[config.mk]
export PLATFORM = sky130hd
export DESIGN_NAME = sad_lanes_flat
export DESIGN_NICKNAME = d
export VERILOG_FILES = /design/src/rtl/sad_pkg.sv /design/src/rtl/sad_lanes_if.sv /design/src/rtl/sad_lane.sv /design/src/rtl/sad_lanes.sv /design/src/flat_wrapper.sv
export SDC_FILE = /design/constraint.sdc
export NUM_CORES = 1
export LEC_CHECK = 0
export ABC_CLOCK_PERIOD_IN_PS = 5400
export CAP_MARGIN = 20
export CORE_MARGIN = 2
export CORE_UTILIZATION = 62
export CTS_CLUSTER_SIZE = 8
export DETAILED_ROUTE_END_ITERATION = 10
export GPL_TIMING_DRIVEN = 0
export HOLD_SLACK_MARGIN = 0.02
export PLACE_DENSITY = 0.93
export SLEW_MARGIN = 20
export SYNTH_ARGS = -nofsm -noshare
export SYNTH_HDL_FRONTEND = slang
export SYNTH_HIERARCHICAL = 1
export SYNTH_SLANG_ARGS = --single-unit
[constraint.sdc]
create_clock -name clk -period 5.4 [get_ports clk]
set_input_delay 1.08 -clock clk [delete_from_list [all_inputs] [get_ports clk]]
set_output_delay 1.08 -clock clk [all_outputs]
set_load 0.02 [all_outputs]
[src/rtl/sad_pkg.sv]
// Shared types and helpers for the lane-parallel SAD/SSD block accumulator.
package sad_pkg;

    typedef enum logic [1:0] {
        IDLE = 2'd0,
        RUN  = 2'd1,
        DONE = 2'd2
    } state_e;

    typedef enum logic {
        MODE_SAD = 1'b0,
        MODE_SSD = 1'b1
    } mode_e;

    localparam int RES_W = 32;
    localparam logic [RES_W-1:0] RES_MAX = '1;

    // Returns {overflow, sum}; the sum clamps at RES_MAX instead of wrapping.
    function automatic logic [RES_W:0] sat_add(input logic [RES_W-1:0] acc,
                                               input logic [63:0]      inc);
        logic [64:0] s;
        s = 65'(acc) + 65'(inc);
        if (s > 65'(RES_MAX)) begin
            sat_add = {1'b1, RES_MAX};
        end else begin
            sat_add = {1'b0, s[RES_W-1:0]};
        end
    endfunction

endpackage

[src/rtl/sad_lanes_if.sv]
// Beat/control bundle between a sample source and sad_lanes.
interface sad_lanes_if #(
    parameter int DW    = 8,
    parameter int LANES = 4
);
    import sad_pkg::*;

    // vld_i qualifies dta_i/dtb_i. A beat is taken on every RUN cycle with
    // vld_i=1 and abort_i=0; there is no ready, the block always accepts in RUN.
    logic                  enb_i;
    logic                  mode_i;
    logic                  vld_i;
    logic                  abort_i;
    logic [LANES*DW-1:0]   dta_i;
    logic [LANES*DW-1:0]   dtb_i;
    logic                  busy_o;
    logic                  done_o;
    logic                  sat_o;
    logic [RES_W-1:0]      dt_o;
    state_e                state_dbg;

    modport master (
        output enb_i, mode_i, vld_i, abort_i, dta_i, dtb_i,
        input  busy_o, done_o, sat_o, dt_o, state_dbg
    );

    modport slave (
        input  enb_i, mode_i, vld_i, abort_i, dta_i, dtb_i,
        output busy_o, done_o, sat_o, dt_o, state_dbg
    );

endinterface

[src/rtl/sad_lane.sv]
// One lane: absolute or squared difference of two unsigned samples.
module sad_lane
    import sad_pkg::*;
#(
    parameter int DW = 8
) (
    input  logic [DW-1:0]   a,
    input  logic [DW-1:0]   b,
    input  mode_e           mode,
    output logic [2*DW-1:0] d
);

    logic signed [DW:0] diff;
    logic [DW-1:0]      mag;
    logic [2*DW-1:0]    sq;

    always_comb begin
        diff = $signed({1'b0, a}) - $signed({1'b0, b});
        // Magnitude of a DW+1-bit signed difference always fits in DW bits.
        mag  = diff[DW] ? DW'(-diff) : diff[DW-1:0];
        sq   = (2*DW)'(mag) * (2*DW)'(mag);
        d    = (mode == MODE_SSD) ? sq : {{DW{1'b0}}, mag};
    end

endmodule

[src/rtl/sad_lanes.sv]
// Block SAD/SSD engine: LANES sample pairs per beat, saturating 32-bit result.
module sad_lanes
    import sad_pkg::*;
#(
    parameter int DW    = 8,
    parameter int LANES = 4,
    parameter int NSAMP = 256
) (
    input  logic       clk,
    input  logic       rst_i,
    sad_lanes_if.slave bus
);

    localparam int BEATS = NSAMP / LANES;
    localparam int CW    = $clog2(BEATS) + 1;
    localparam int SUM_W = 2 * DW + $clog2(LANES);
    localparam logic [CW-1:0] LAST = CW'(BEATS - 1);

    state_e            state;
    state_e            state_nx;
    mode_e             mode_q;
    logic [RES_W-1:0]  acc;
    logic [RES_W-1:0]  dt;
    logic [CW-1:0]     cnt;
    logic              sat_flag;
    logic              sat;

    logic [2*DW-1:0]   lane_d [LANES];
    logic [SUM_W-1:0]  tree [LANES];
    logic [SUM_W-1:0]  beat_sum;
    logic [RES_W:0]    add;
    logic              beat;
    logic              last_beat;

    for (genvar k = 0; k < LANES; k++) begin : g_lane
        sad_lane #(.DW(DW)) u_lane (
            .a    (bus.dta_i[k*DW +: DW]),
            .b    (bus.dtb_i[k*DW +: DW]),
            .mode (mode_q),
            .d    (lane_d[k])
        );
    end

    // In-place pairwise reduction: each pass halves the live width, giving a
    // log2(LANES)-deep combinational tree with no register in between.
    always_comb begin
        for (int k = 0; k < LANES; k++) begin
            tree[k] = SUM_W'(lane_d[k]);
        end
        for (int w = LANES / 2; w >= 1; w = w / 2) begin
            for (int k = 0; k < w; k++) begin
                tree[k] = tree[2*k] + tree[2*k+1];
            end
        end
        beat_sum = tree[0];
    end

    // Abort outranks vld_i, so a beat arriving with abort_i is never counted.
    assign beat      = (state == RUN) && bus.vld_i && !bus.abort_i;
    assign last_beat = beat && (cnt == LAST);
    assign add       = sat_add(acc, 64'(beat_sum));

    always_comb begin
        state_nx = state;
        case (state)
            IDLE: if (bus.enb_i) state_nx = RUN;
            RUN: begin
                if (bus.abort_i)    state_nx = IDLE;
                else if (last_beat) state_nx = DONE;
            end
            DONE:    state_nx = IDLE;
            default: state_nx = IDLE;
        endcase
    end

    always_ff @(posedge clk or posedge rst_i) begin
        if (rst_i) begin
            state    <= IDLE;
            mode_q   <= MODE_SAD;
            acc      <= '0;
            cnt      <= '0;
            sat_flag <= 1'b0;
            dt       <= '0;
            sat      <= 1'b0;
        end else begin
            state <= state_nx;
            if (state == IDLE && bus.enb_i) begin
                acc      <= '0;
                cnt      <= '0;
                sat_flag <= 1'b0;
                mode_q   <= mode_e'(bus.mode_i);
            end
            if (beat) begin
                acc      <= add[RES_W-1:0];
                cnt      <= cnt + 1'b1;
                sat_flag <= sat_flag | add[RES_W];
            end
            // Result lands together with the move to DONE, so it is valid
            // in the same cycle that done_o is high.
            if (last_beat) begin
                dt  <= add[RES_W-1:0];
                sat <= sat_flag | add[RES_W];
            end
        end
    end

    assign bus.busy_o    = (state == RUN);
    assign bus.done_o    = (state == DONE);
    assign bus.dt_o      = dt;
    assign bus.sat_o     = sat;
    assign bus.state_dbg = state;

endmodule
[src/flat_wrapper.sv]
// flat-port wrapper written by rule: the top's interface ports become plain ports
module sad_lanes_flat import sad_pkg::*;
#(
    parameter int DW    = 8,
    parameter int LANES = 4,
    parameter int NSAMP = 256
)
  (clk, rst_i, bus_enb_i, bus_mode_i, bus_vld_i, bus_abort_i, bus_dta_i, bus_dtb_i, bus_busy_o, bus_done_o, bus_sat_o, bus_dt_o, bus_state_dbg);
  sad_lanes_if #(.DW(DW), .LANES(LANES)) bus_i ();
  input  logic clk;
  input  logic rst_i;
  input wire logic [$bits(bus_i.enb_i)-1:0] bus_enb_i;
  input wire logic [$bits(bus_i.mode_i)-1:0] bus_mode_i;
  input wire logic [$bits(bus_i.vld_i)-1:0] bus_vld_i;
  input wire logic [$bits(bus_i.abort_i)-1:0] bus_abort_i;
  input wire logic [$bits(bus_i.dta_i)-1:0] bus_dta_i;
  input wire logic [$bits(bus_i.dtb_i)-1:0] bus_dtb_i;
  output wire logic [$bits(bus_i.busy_o)-1:0] bus_busy_o;
  output wire logic [$bits(bus_i.done_o)-1:0] bus_done_o;
  output wire logic [$bits(bus_i.sat_o)-1:0] bus_sat_o;
  output wire logic [$bits(bus_i.dt_o)-1:0] bus_dt_o;
  output wire logic [$bits(bus_i.state_dbg)-1:0] bus_state_dbg;
  assign bus_i.enb_i = bus_enb_i;
  assign bus_i.mode_i = bus_mode_i;
  assign bus_i.vld_i = bus_vld_i;
  assign bus_i.abort_i = bus_abort_i;
  assign bus_i.dta_i = bus_dta_i;
  assign bus_i.dtb_i = bus_dtb_i;
  assign bus_busy_o = bus_i.busy_o;
  assign bus_done_o = bus_i.done_o;
  assign bus_sat_o = bus_i.sat_o;
  assign bus_dt_o = bus_i.dt_o;
  assign bus_state_dbg = bus_i.state_dbg;
  sad_lanes #(.DW(DW), .LANES(LANES), .NSAMP(NSAMP)) u_core (.clk(clk), .rst_i(rst_i), .bus(bus_i));
endmodule
==> flow_summary.yaml, run 1 <==
cts:
  clock_sink_count: 76
  cts-hold-fix-buffers: 0
  cts_inserted_buffers: 9
  clockBufferDepth: 2
  htreeDepth: 3
  ctsRootBufferMaster: "sky130_fd_sc_hd__clkbuf_16"
yosys:
  ys_types: 92
  seq_area_frac_synth_pct: 12.97
  ys_ff_latch: 76
  yosysWarnings: 6
  asyncSetResetFlopFracSynth_pct: 100.0
  synth.avg_cell_area_um2: 8.264
  syn_inst: 1775
  synth-edff-count: 0
  proportion_of_netlist_area_held_by_the_largest_area_contributor_pct: 20.61
  synth.cell_area_mm2: 0.01467
  synth.most_common_cell: "sky130_fd_sc_hd__inv_1"
  synth.area.top_cells: "sky130_fd_sc_hd__fa_1 (21%), sky130_fd_sc_hd__ha_1 (14%), sky130_fd_sc_hd__dfrtp_1 (13%)"
  synth_commonest_cells: "sky130_fd_sc_hd__inv_1 (383), sky130_fd_sc_hd__nor2_1 (171), sky130_fd_sc_hd__ha_1 (168), sky130_fd_sc_hd__fa_1 (151), sky130_fd_sc_hd__nand2_1 (91)"
  yosys.area.top_type: "sky130_fd_sc_hd__fa_1"
  synth_ff_type: "sky130_fd_sc_hd__dfrtp_1"
grt:
  global_route.overflow_total: 2
  pin_count_of_the_biggest_net_entering_global_routing: 44
  grt_use_total_pct: 63.07
floorplanning:
  vert_die_dim_um: 157.8
  initial_utilization_pct: 62.86
  io-pin-count: 107
  floorplan.die.width_um: 157.8
  std_cell_rows: 56
placed_design:
  place.detailed.hpwl_mm: 29.40
  numPortBuffers: 106
  place_area_mm2: 0.01664
  gp_congestion: 0.9512
outcome:
  failing_step: "global routing (5_1_grt)"
  run_status: "did not finish"
  toolErrorMsg: "[ERROR GRT-0232] Routing congestion too high. Check the congestion heatmap in the GUI."
timing:
  timing.worst_endpoint.kind: "register data pin"
  repair-timing-grt-worst-ep: "u_core/acc[21]$_DFFE_PP0P_/D"
==> cells by family after synthesis <==
logic type | share of synthesized area [%]
DFF | 12.97
AOI/OAI and AO/OA | 16.37
buffers and inverters | 10.94
and+or+nand+nor | 15.18
adders and majority gates | 34.94
muxes | 1.442
xor gates and xnor gates | 8.053
other | 0.1023
==> layer usage <==
| layer | GRT overflow | track usage, % |
|---|---|---|
| met1 | 0 | 61.57 |
| met2 | 2 | 82.32 |
| met3 | 0 | 44.92 |
| met4 | 0 | 64.24 |
| met5 | 0 | 19.67 |
==> per-stage QoR <==
stage	hold WS, ns	worst slack (ns)	std cells	setup TNS [ns]	util, %
floorplan	0.4632	-4.349	1779	-282.57	-
global placement	0.4733	-5.705	2204	-371.22	71.24
detailed placement	0.4700	-5.969	2205	-388.49	71.34
CTS	0.4981	-4.702	2302	-304.95	80.36
==> timing repair <==
| action | 4_1_cts |
|---|---|
| gates resized for setup | 251 |
| endpoints found under the setup margin | 66 |
| buffers inserted | 79 |
| gates cloned | 3 |
| pin swaps | 111 |
==> inputs of run 2 (changes only) <==
--- a/config.mk
+++ b/config.mk
@@ -8,12 +8,10 @@
 export ABC_CLOCK_PERIOD_IN_PS = 5400
 export CAP_MARGIN = 20
 export CORE_MARGIN = 2
-export CORE_UTILIZATION = 62
-export CTS_CLUSTER_SIZE = 8
+export CORE_UTILIZATION = 40
 export DETAILED_ROUTE_END_ITERATION = 10
 export GPL_TIMING_DRIVEN = 0
-export HOLD_SLACK_MARGIN = 0.02
-export PLACE_DENSITY = 0.93
+export PLACE_DENSITY_LB_ADDON = 0.15
 export SLEW_MARGIN = 20
 export SYNTH_ARGS = -nofsm -noshare
 export SYNTH_HDL_FRONTEND = slang
==> run 2 against run 1 <==
Effect of this change:
- synthesized cell count did not move
- the flow now finishes, with violations (setup timing)
- area after synthesis did not move
==> flow_summary.yaml, run 2 <==
timing:
  worst_slack_ns: -4.804
  timing.final.hold_violations: 0
  report.final.slew_viol_count: 0
  slew_headroom_pct: 39.17
  fmax_mhz: 98.00
  min_clock_period_post_route_ns: 10.20
  whs_ns: 0.4878
  worst_margin_slew_ns: 0.8870
  finClkSkew_ns: 0.01025
  finalCritPeriodShare_pct: 189.0
  setup_tns_ns: -311.19
  setup_viol: 66
  setup_repair_after_global_routing_missed_its_margin: "yes"
yosys:
  synth.area.top_cells: "sky130_fd_sc_hd__fa_1 (21%), sky130_fd_sc_hd__ha_1 (14%), sky130_fd_sc_hd__dfrtp_1 (13%)"
  syn_inst: 1775
  synth.avg_cell_area_um2: 8.264
  seq_area_frac_synth_pct: 12.97
  yosysWarnings: 6
  yosys.area.top_type: "sky130_fd_sc_hd__fa_1"
  proportion_of_netlist_area_held_by_the_largest_area_contributor_pct: 20.61
  ys_ff_latch: 76
  ys_types: 92
  synth.most_common_cell: "sky130_fd_sc_hd__inv_1"
  synth-edff-count: 0
  synth.cell_area_mm2: 0.01467
  synth_ff_type: "sky130_fd_sc_hd__dfrtp_1"
  asyncSetResetFlopFracSynth_pct: 100.0
  synth_commonest_cells: "sky130_fd_sc_hd__inv_1 (383), sky130_fd_sc_hd__nor2_1 (171), sky130_fd_sc_hd__ha_1 (168), sky130_fd_sc_hd__fa_1 (151), sky130_fd_sc_hd__nand2_1 (91)"
finish:
  seqCellArea_mm2: 0.001902
  drive_gt1_share_pct: 23.34
  design_area_mm2: 0.01929
  diodes: 0
  filler_cell_count: 3398
  fin_nets: 2399
  flow.area_growth_from_synthesis_pct: 31.49
  layout_commonest_cell: "sky130_fd_sc_hd__inv_1"
  layout.cells.most_common_list: "sky130_fd_sc_hd__inv_1 (347), sky130_fd_sc_hd__nor2_1 (145), sky130_fd_sc_hd__fa_1 (141), sky130_fd_sc_hd__ha_1 (140), sky130_fd_sc_hd__buf_4 (101)"
  multiInputGateArea_mm2: 0.01288
route:
  routed_wire_length_per_instance_um: 15.49
  post-route-drc-count: 0
  pre_repair_dr_iteration_count: 5
  route.final.wire_length_mm: 38.45
  detail-route-antenna-nets: 0
  detail_route.iter0.violations: 490
  detail_route.vias_per_cell: 5.094
  route.vias.total: 12640
grt:
  antenna_violations_before_repair: 0
  grt_pass1_wl_mm: 65.50
  global_route.overflow_total: 0
  grt_pass1_vias: 13430
  pin_count_of_the_biggest_net_entering_global_routing: 40
  grt_use_total_pct: 20.76
cts:
  clock_insertion_delay_worst_skew_ns: 0.33
  clockBufferDepth: 2
  ctsRootBufferMaster: "sky130_fd_sc_hd__clkbuf_16"
  cts-hold-fix-buffers: 0
  cts_tree: "built"
  cts_inserted_buffers: 9
  clk_pin_slew_ns: 0.06
  clock_sink_count: 76
  htreeDepth: 3
floorplanning:
  std_cell_rows: 70
  die_area_mm2: 0.03822
  floorplan.die.width_um: 195.5
  initial_utilization_pct: 40.35
  vert_die_dim_um: 195.5
  floorplan.core_area_mm2: 0.03635
  io-pin-count: 107
setup_path:
  worst_ep_arrival_time_ns: 10.45
  cp_max_stage_delay_ns: 0.55
  endpoint: "u_core/acc[22]$_DFFE_PP0P_"
  cp-startpoint: "bus_dta_i[16]"
  r2r_cells: 19
  cp.buffers_inverters: 14
  timing.critical_path.fanout_max: 6
  setup.reg_to_reg.worst_slack_ns: -0.08
  timing.rr.end: "u_core/bus.dt_o[17]$_DFFE_PP0P_"
  critical_path.endpoint_type: "register"
  critPathRequiredTime_ns: 5.65
  timing.critical_path.depth: 46
  category_of_the_critical_setup_timing_path: "in -> reg"
  timing.critical_path.max_delay_family: "adder cells"
  reg2reg_from: "u_core/mode_q$_DFFE_PP0P_"
  critical_path.slowest_cell: "sky130_fd_sc_hd__fa_1"
  crit_path_start_kind: "input port"
placed_design:
  gp_congestion: 0.8936
  dp_slack_ns: -6.062
  numPortBuffers: 106
  place_area_mm2: 0.01683
  place.detailed.hpwl_mm: 29.86
flow_run:
  cap_violations: 0
worst_hold_path:
  holdCritPathClass: "reg -> reg"
outcome:
  run_status: "finished, violations left"
  violations: "setup timing"
run 2: cell type report:
type,instances,share of cell area [%]
multi-input combinational,1282,66.77
tap,468,3.036
sequential,76,9.861
clock buffer,11,1.207
clock inverter,4,0.2660
buffer,34,0.9602
inverter,386,7.616
timing repair buffer,221,10.28
run 2: repair_timing:
action,CTS,global route
cloned,1,1
pin swaps,118,75
gates resized for setup,213,96
setup endpoints to repair,66,66
setup buffers,91,22
run 2: how the worst min path moves through the flow:
stage                               startpoint  cells after the start                               to  slack [ns]
6_report       u_core/bus.dt_o[12]$_DFFE_PP0P_                      2  u_core/bus.dt_o[12]$_DFFE_PP0P_        0.49
5_1_grt        u_core/bus.dt_o[13]$_DFFE_PP0P_                      2  u_core/bus.dt_o[13]$_DFFE_PP0P_        0.52
4_1_cts        u_core/bus.dt_o[11]$_DFFE_PP0P_                      2  u_core/bus.dt_o[11]$_DFFE_PP0P_        0.50
3_5_place_dp   u_core/bus.dt_o[13]$_DFFE_PP0P_                      2  u_core/bus.dt_o[13]$_DFFE_PP0P_        0.48
3_3_place_gp   u_core/bus.dt_o[12]$_DFFE_PP0P_                      2  u_core/bus.dt_o[12]$_DFFE_PP0P_        0.48
2_1_floorplan      u_core/sat_flag$_DFFE_PP0P_                      2      u_core/sat_flag$_DFFE_PP0P_        0.46
run 2: cells by family (layout without fill, tap and decap cells):
logic type,count (synthesis),after routing,share of synthesized area (%)
AOI/OAI and AO/OA,350,350,16.37
xor gates and xnor gates,122,122,8.053
adders and majority gates,319,319,34.94
buffers and inverters,421,656,10.94
DFF,76,76,12.97
muxes,20,20,1.442
other,4,8,0.1023
and+or+nand+nor,463,463,15.18
run 2: metal layers:
metal  vias to the layer above  GRT usage [%]  share of wire, %
met5                         -              0                 0
met4                         0          1.866              0.76
met3                        22          1.710               2.5
met2                       160          38.15                51
met1                      6235          27.55                46
li1                       6227              -                 -
run 2: per-stage QoR:
stage               utilization [%]  std cells
global placement              46.24       2353
global route                  53.06       2482
finish                        53.06       2482
CTS                           51.38       2461
detailed placement            46.31       2354
floorplan                         -       1779
run 2: worst register-to-register path, stage by stage (launching register included):
cell and delay (ns):
sky130_fd_sc_hd__dfrtp_1 0.56, sky130_fd_sc_hd__buf_1 0.40, sky130_fd_sc_hd__clkbuf_1 0.35, sky130_fd_sc_hd__nand2_1 0.09, sky130_fd_sc_hd__o21ai_0 0.10, sky130_fd_sc_hd__inv_1 0.08, sky130_fd_sc_hd__fa_1 0.49, sky130_fd_sc_hd__inv_1 0.05
sky130_fd_sc_hd__fa_1 0.51, sky130_fd_sc_hd__inv_1 0.08, sky130_fd_sc_hd__fa_1 0.50, sky130_fd_sc_hd__inv_1 0.04, sky130_fd_sc_hd__ha_1 0.36, sky130_fd_sc_hd__and3_1 0.23, sky130_fd_sc_hd__a221o_1 0.43, sky130_fd_sc_hd__a21oi_4 0.28
sky130_fd_sc_hd__o21ai_2 0.10, sky130_fd_sc_hd__a31oi_2 0.27, sky130_fd_sc_hd__xor2_1 0.29, sky130_fd_sc_hd__a31oi_1 0.12
Power of run 2 is left out: the tool's default activity adds up to more than one toggle a clock period on the data nets, which glitch-free logic cannot reach.
==> inputs of run 3 (changes only) <==
--- a/config.mk
+++ b/config.mk
@@ -6,7 +6,7 @@
 export NUM_CORES = 1
 export LEC_CHECK = 0
 export ABC_CLOCK_PERIOD_IN_PS = 5400
-export CAP_MARGIN = 20
+export CAP_MARGIN = 40
 export CORE_MARGIN = 2
 export CORE_UTILIZATION = 40
 export DETAILED_ROUTE_END_ITERATION = 10
@@ -17,3 +17,4 @@
 export SYNTH_HDL_FRONTEND = slang
 export SYNTH_HIERARCHICAL = 1
 export SYNTH_SLANG_ARGS = --single-unit
+export TNS_END_PERCENT = 1
==> run 3 against run 2 <==
Effect of this change:
- the flow still finishes with violations (setup timing)
- first-iteration DRC count fell by 3.1%
- routed wire length fell by 3.9%
- die area stayed put
- setup slack worse by 0.18 ns
- count of clock-buffer cells in the layout fell by 1
- non-clock buffer count is 37 lower
- register-to-register slack worse by 0.02 ns
- fmax is 1.7% lower
- worst hold slack better by 0.010 ns
- largest cell class unchanged
==> flow_summary.yaml, run 3 (synthesized netlist as in run 2, its figures left out) <==
setup_path:
  timing.critical_path.fanout_max: 7
  cp_max_stage_delay_ns: 0.53
  cp.buffers_inverters: 12
  crit_path_start_kind: "input port"
  critical_path.endpoint_type: "register"
  critical_path.slowest_cell: "sky130_fd_sc_hd__fa_1"
  worst_ep_arrival_time_ns: 10.63
  critPathRequiredTime_ns: 5.65
  timing.critical_path.max_delay_family: "adder cells"
  category_of_the_critical_setup_timing_path: "in -> reg"
  crit_top_cell: "sky130_fd_sc_hd__inv_1"
cts:
  htreeDepth: 3
  ctsRootBufferMaster: "sky130_fd_sc_hd__clkbuf_16"
  cts_inserted_buffers: 9
  clock_insertion_delay_worst_skew_ns: 0.35
  clk_pin_slew_ns: 0.06
  clock_sink_count: 76
  clockBufferDepth: 2
  cts_tree: "built"
route:
  route.vias.total: 12360
  routed_wire_length_per_instance_um: 15.10
  detail_route.vias_per_cell: 5.053
  post-route-drc-count: 0
  detail-route-antenna-nets: 0
  detail_route.iter0.violations: 475
  pre_repair_dr_iteration_count: 4
  route.final.wire_length_mm: 36.93
timing:
  setup_repair_after_global_routing_missed_its_margin: "yes"
  slew_headroom_pct: 55.85
  setup_viol: 66
  worst_slack_ns: -4.981
  timing.final.hold_violations: 0
  finClkSkew_ns: 0.008983
  fmax_mhz: 96.33
  report.final.slew_viol_count: 0
  finalCritPeriodShare_pct: 192.2
  min_clock_period_post_route_ns: 10.38
  worst_margin_slew_ns: 0.6576
grt:
  grt_use_total_pct: 20.13
  groute.layer.met1.usage_pct: 27.10
  grt_util_met2_pct: 35.81
  global_route.overflow_total: 0
  globalRouteMet3Util_pct: 2.142
  grt_pass1_wl_mm: 63.08
  global_route.peak_usage_layer: "met2"
  pin_count_of_the_biggest_net_entering_global_routing: 42
  grt_pass1_vias: 12780
  antenna_violations_before_repair: 0
finish:
  multiInputGateArea_mm2: 0.01209
  design_area_mm2: 0.01820
  filler_cell_count: 3508
  diodes: 0
  flow.area_growth_from_synthesis_pct: 24.05
  final-instance-count-excl-fill: 2446
  layout_commonest_cell: "sky130_fd_sc_hd__inv_1"
  fin_nets: 2362
  layout.cells.most_common_list: "sky130_fd_sc_hd__inv_1 (372), sky130_fd_sc_hd__nor2_1 (165), sky130_fd_sc_hd__ha_1 (153), sky130_fd_sc_hd__fa_1 (144), sky130_fd_sc_hd__clkdlybuf4s50_1 (106)"
  drive_gt1_share_pct: 15.57
  final_core_utilization_pct: 50.06
  seqCellArea_mm2: 0.001902
floorplanning:
  io-pin-count: 107
  vert_die_dim_um: 195.5
  floorplan.die.width_um: 195.5
  std_cell_rows: 70
  die_area_mm2: 0.03822
  initial_utilization_pct: 40.35
  floorplan.core_area_mm2: 0.03635
worst_hold_path:
  holdCritPathClass: "reg -> reg"
placed_design:
  place_area_mm2: 0.01666
  gp_congestion: 0.8764
  place.detailed.hpwl_mm: 29.75
  numPortBuffers: 106
  post-place-cells: 2359
  dp_slack_ns: -5.927
flow_run:
  cap_violations: 0
outcome:
  run_status: "finished, violations left"
  violations: "setup timing"
run 3: cell types whose count changed in the layout (fill, tap and decap cells not counted), sizes merged:
cell           delta
buf              -42
clkdlybuf4s50    +17
dlygate4sd2       -9
clkbuf            -2
clkdlybuf4s15     -2
bufinv            +1
clkinvlp          +1
run 3: repair_timing:
| item | 4_1_cts | 5_1_grt |
|---|---|---|
| hold buffers | 0 | 0 |
| setup buffers | 65 | 7 |
| setup endpoints to repair | 66 | 66 |
| pin swaps | 79 | 17 |
| gates resized for setup | 109 | 26 |
run 3: final timing paths:
path | cells past startpoint | end | startpoint | slack, ns
max | 45 | u_core/acc[21]$_DFFE_PP0P_ | bus_dtb_i[24] | -4.98
max in group asynchronous | 3 | u_core/bus.dt_o[28]$_DFFE_PP0P_ | rst_i | 3.64
min in group asynchronous | 2 | u_core/bus.state_dbg[1]$_DFFE_PP0P_ | rst_i | 1.18
min | 2 | u_core/bus.dt_o[12]$_DFFE_PP0P_ | u_core/bus.dt_o[12]$_DFFE_PP0P_ | 0.50
max reg2reg | 17 | u_core/bus.dt_o[17]$_DFFE_PP0P_ | u_core/mode_q$_DFFE_PP0P_ | -0.10
min reg2reg | 2 | u_core/bus.dt_o[12]$_DFFE_PP0P_ | u_core/bus.dt_o[12]$_DFFE_PP0P_ | 0.50
run 3: layer usage:
metal / up-vias / wire (µm)
li1: 6122 / -
met2: 173 / 18360
met1: 6042 / 17220
met5: - / 0
met3: 22 / 1014
met4: 0 / 340
run 3: metrics by stage:
step | setup TNS (ns) | hold slack [ns]
after CTS | -320.95 | 0.4947
after detailed placement | -385.52 | 0.4819
after global routing | -350.83 | 0.5160
after global placement | -381.11 | 0.4727
final | -323.29 | 0.4983
after floorplan | -286.86 | 0.4632
run 3: tightest hold or removal path, cell delays in order (launching register included):
cell	delay, ns
sky130_fd_sc_hd__dfrtp_1	0.34
sky130_fd_sc_hd__nand2_1	0.05
sky130_fd_sc_hd__o21ai_0	0.07
run 3: layout make-up:
class / count / share of cell area [%]
buffer: 34 / 0.9215
timing repair buffer: 184 / 9.222
clock inverter: 6 / 0.4882
inverter: 386 / 7.977
sequential: 76 / 10.45
clock buffer: 10 / 1.258
multi-input combinational: 1282 / 66.46
tap: 468 / 3.218
Power of run 3 is left out for the same reason.
==> inputs of run 4 (changes only) <==
--- a/config.mk
+++ b/config.mk
@@ -5,7 +5,6 @@
 export SDC_FILE = /design/constraint.sdc
 export NUM_CORES = 1
 export LEC_CHECK = 0
-export ABC_CLOCK_PERIOD_IN_PS = 5400
 export CAP_MARGIN = 40
 export CORE_MARGIN = 2
 export CORE_UTILIZATION = 40
==> constraint.sdc (replaced) <==
create_clock -name clk -period 8.9 [get_ports clk]
set_input_delay 1.78 -clock clk [delete_from_list [all_inputs] [get_ports clk]]
set_output_delay 1.78 -clock clk [all_outputs]
set_load 0.02 [all_outputs]
==> run 4 against run 3 <==
Effect of this change:
- clock skew is essentially flat
- via count is essentially flat
- setup slack gained 2.8 ns
- sequential share of layout area is the same
- count of clock-buffer cells in the layout is the same
- routed wire length is essentially flat
- critical endpoint unchanged
- global-route usage is the same
- the run still ends with setup timing left
- die area is the same
==> flow_summary.yaml, run 4 (synthesized netlist as in run 2, its figures left out) <==
placed_design:
  numPortBuffers: 106
  place_area_mm2: 0.01666
  gp_congestion: 0.8764
  place.detailed.hpwl_mm: 29.75
  post-place-cells: 2359
  dp_slack_ns: -3.127
finish:
  diodes: 0
  drive_gt1_share_pct: 15.57
  layout.cells.most_common_list: "sky130_fd_sc_hd__inv_1 (372), sky130_fd_sc_hd__nor2_1 (165), sky130_fd_sc_hd__ha_1 (153), sky130_fd_sc_hd__fa_1 (144), sky130_fd_sc_hd__clkdlybuf4s50_1 (106)"
  design_area_mm2: 0.01820
  fin_nets: 2362
  flow.area_growth_from_synthesis_pct: 24.05
  final-instance-count-excl-fill: 2446
  layout_commonest_cell: "sky130_fd_sc_hd__inv_1"
route:
  route.vias.total: 12360
  detail_route.vias_per_cell: 5.052
  post-route-drc-count: 0
  routed_wire_length_per_instance_um: 15.10
  pre_repair_dr_iteration_count: 5
  detail_route.iter0.violations: 471
  route.final.wire_length_mm: 36.94
  detail-route-antenna-nets: 0
timing:
  setup_viol: 66
  report.final.slew_viol_count: 0
  finalCritPeriodShare_pct: 124.5
  setup_repair_after_global_routing_missed_its_margin: "yes"
  timing.final.hold_violations: 0
  worst_margin_slew_ns: 0.6576
  finClkSkew_ns: 0.008984
  min_clock_period_post_route_ns: 11.08
  fmax_mhz: 90.24
  worst_slack_ns: -2.182
  slew_headroom_pct: 55.85
  setup_tns_ns: -138.50
cts:
  ctsRootBufferMaster: "sky130_fd_sc_hd__clkbuf_16"
  clock_insertion_delay_worst_skew_ns: 0.35
  clock_sink_count: 76
  cts_inserted_buffers: 9
  cts-hold-fix-buffers: 0
  clockBufferDepth: 2
  clk_pin_slew_ns: 0.06
  cts_tree: "built"
  htreeDepth: 3
floorplanning:
  io-pin-count: 107
  floorplan.core_area_mm2: 0.03635
  die_area_mm2: 0.03822
  initial_utilization_pct: 40.35
  floorplan.die.width_um: 195.5
  vert_die_dim_um: 195.5
  std_cell_rows: 70
flow_run:
  cap_violations: 0
setup_path:
  critical_path.endpoint_type: "register"
  worst_ep_arrival_time_ns: 11.33
  setup.reg_to_reg.worst_slack_ns: 3.39
  critPathRequiredTime_ns: 9.15
  cp.buffers_inverters: 12
  critical_path.slowest_cell: "sky130_fd_sc_hd__fa_1"
  timing.critical_path.fanout_max: 7
  category_of_the_critical_setup_timing_path: "in -> reg"
  timing.critical_path.max_delay_family: "adder cells"
  cp_max_stage_delay_ns: 0.53
  crit_path_start_kind: "input port"
  crit_top_cell: "sky130_fd_sc_hd__inv_1"
grt:
  global_route.overflow_total: 0
  grt_use_total_pct: 20.13
  antenna_violations_before_repair: 0
  grt_pass1_vias: 12780
  pin_count_of_the_biggest_net_entering_global_routing: 42
  grt_pass1_wl_mm: 63.07
outcome:
  violations: "setup timing"
  run_status: "finished, violations left"
worst_hold_path:
  holdCritPathClass: "reg -> reg"
[run 4: cell counts in the layout (fill, tap and decap cells not counted)]
Identical to the previous run, type by type.
[run 4: worst paths after layout]
path	startpoint	end	cells past startpoint
min in group asynchronous	rst_i	u_core/bus.state_dbg[1]$_DFFE_PP0P_	2
max in group asynchronous	rst_i	u_core/bus.dt_o[28]$_DFFE_PP0P_	3
hold reg to reg	u_core/bus.dt_o[12]$_DFFE_PP0P_	u_core/bus.dt_o[12]$_DFFE_PP0P_	2
setup reg to reg	u_core/mode_q$_DFFE_PP0P_	u_core/bus.dt_o[17]$_DFFE_PP0P_	17
hold / removal	u_core/bus.dt_o[12]$_DFFE_PP0P_	u_core/bus.dt_o[12]$_DFFE_PP0P_	2
setup / recovery	bus_dtb_i[24]	u_core/acc[21]$_DFFE_PP0P_	45
[run 4: metrics by stage]
stage | util (%) | hold slack (ns)
global route | 50.06 | 0.5160
finish | 50.06 | 0.4965
global placement | 45.67 | 0.4727
CTS | 49.56 | 0.4947
detailed placement | 45.83 | 0.4819
floorplan | - | 0.4632
[run 4: tightest hold or removal path, delay by kind of cell, from the launching register on]
family	cells	cell delay [ns]
flops	1	0.34
compound gates	1	0.07
simple gates	1	0.05
[run 4: final cells by class]
class / count / area, µm²
multi-input cells: 1282 / 12090
clock buffers: 10 / 229.0
fillers: 3508 / 18150
repair buffers: 184 / 1678
inverters: 386 / 1451
well taps: 468 / 585.6
clock inverters: 6 / 88.84
plain buffers: 34 / 167.7
flip-flops and latches: 76 / 1902
[run 4: per-layer routing]
| metal | track usage, % | vias up | part of all wire (%) |
|---|---|---|---|
| met5 | 0 | - | 0 |
| met4 | 2.516 | 0 | 0.92 |
| met3 | 2.142 | 22 | 2.6 |
| met2 | 35.81 | 163 | 50 |
| met1 | 27.10 | 6049 | 47 |
| li1 | - | 6124 | - |
[run 4: repair_timing]
item,4_1_cts,5_1_grt
buffers inserted,65,7
pin swaps,79,17
gates resized for setup,108,27
setup endpoints to repair,66,66
Power of run 4 is left out for the same reason.
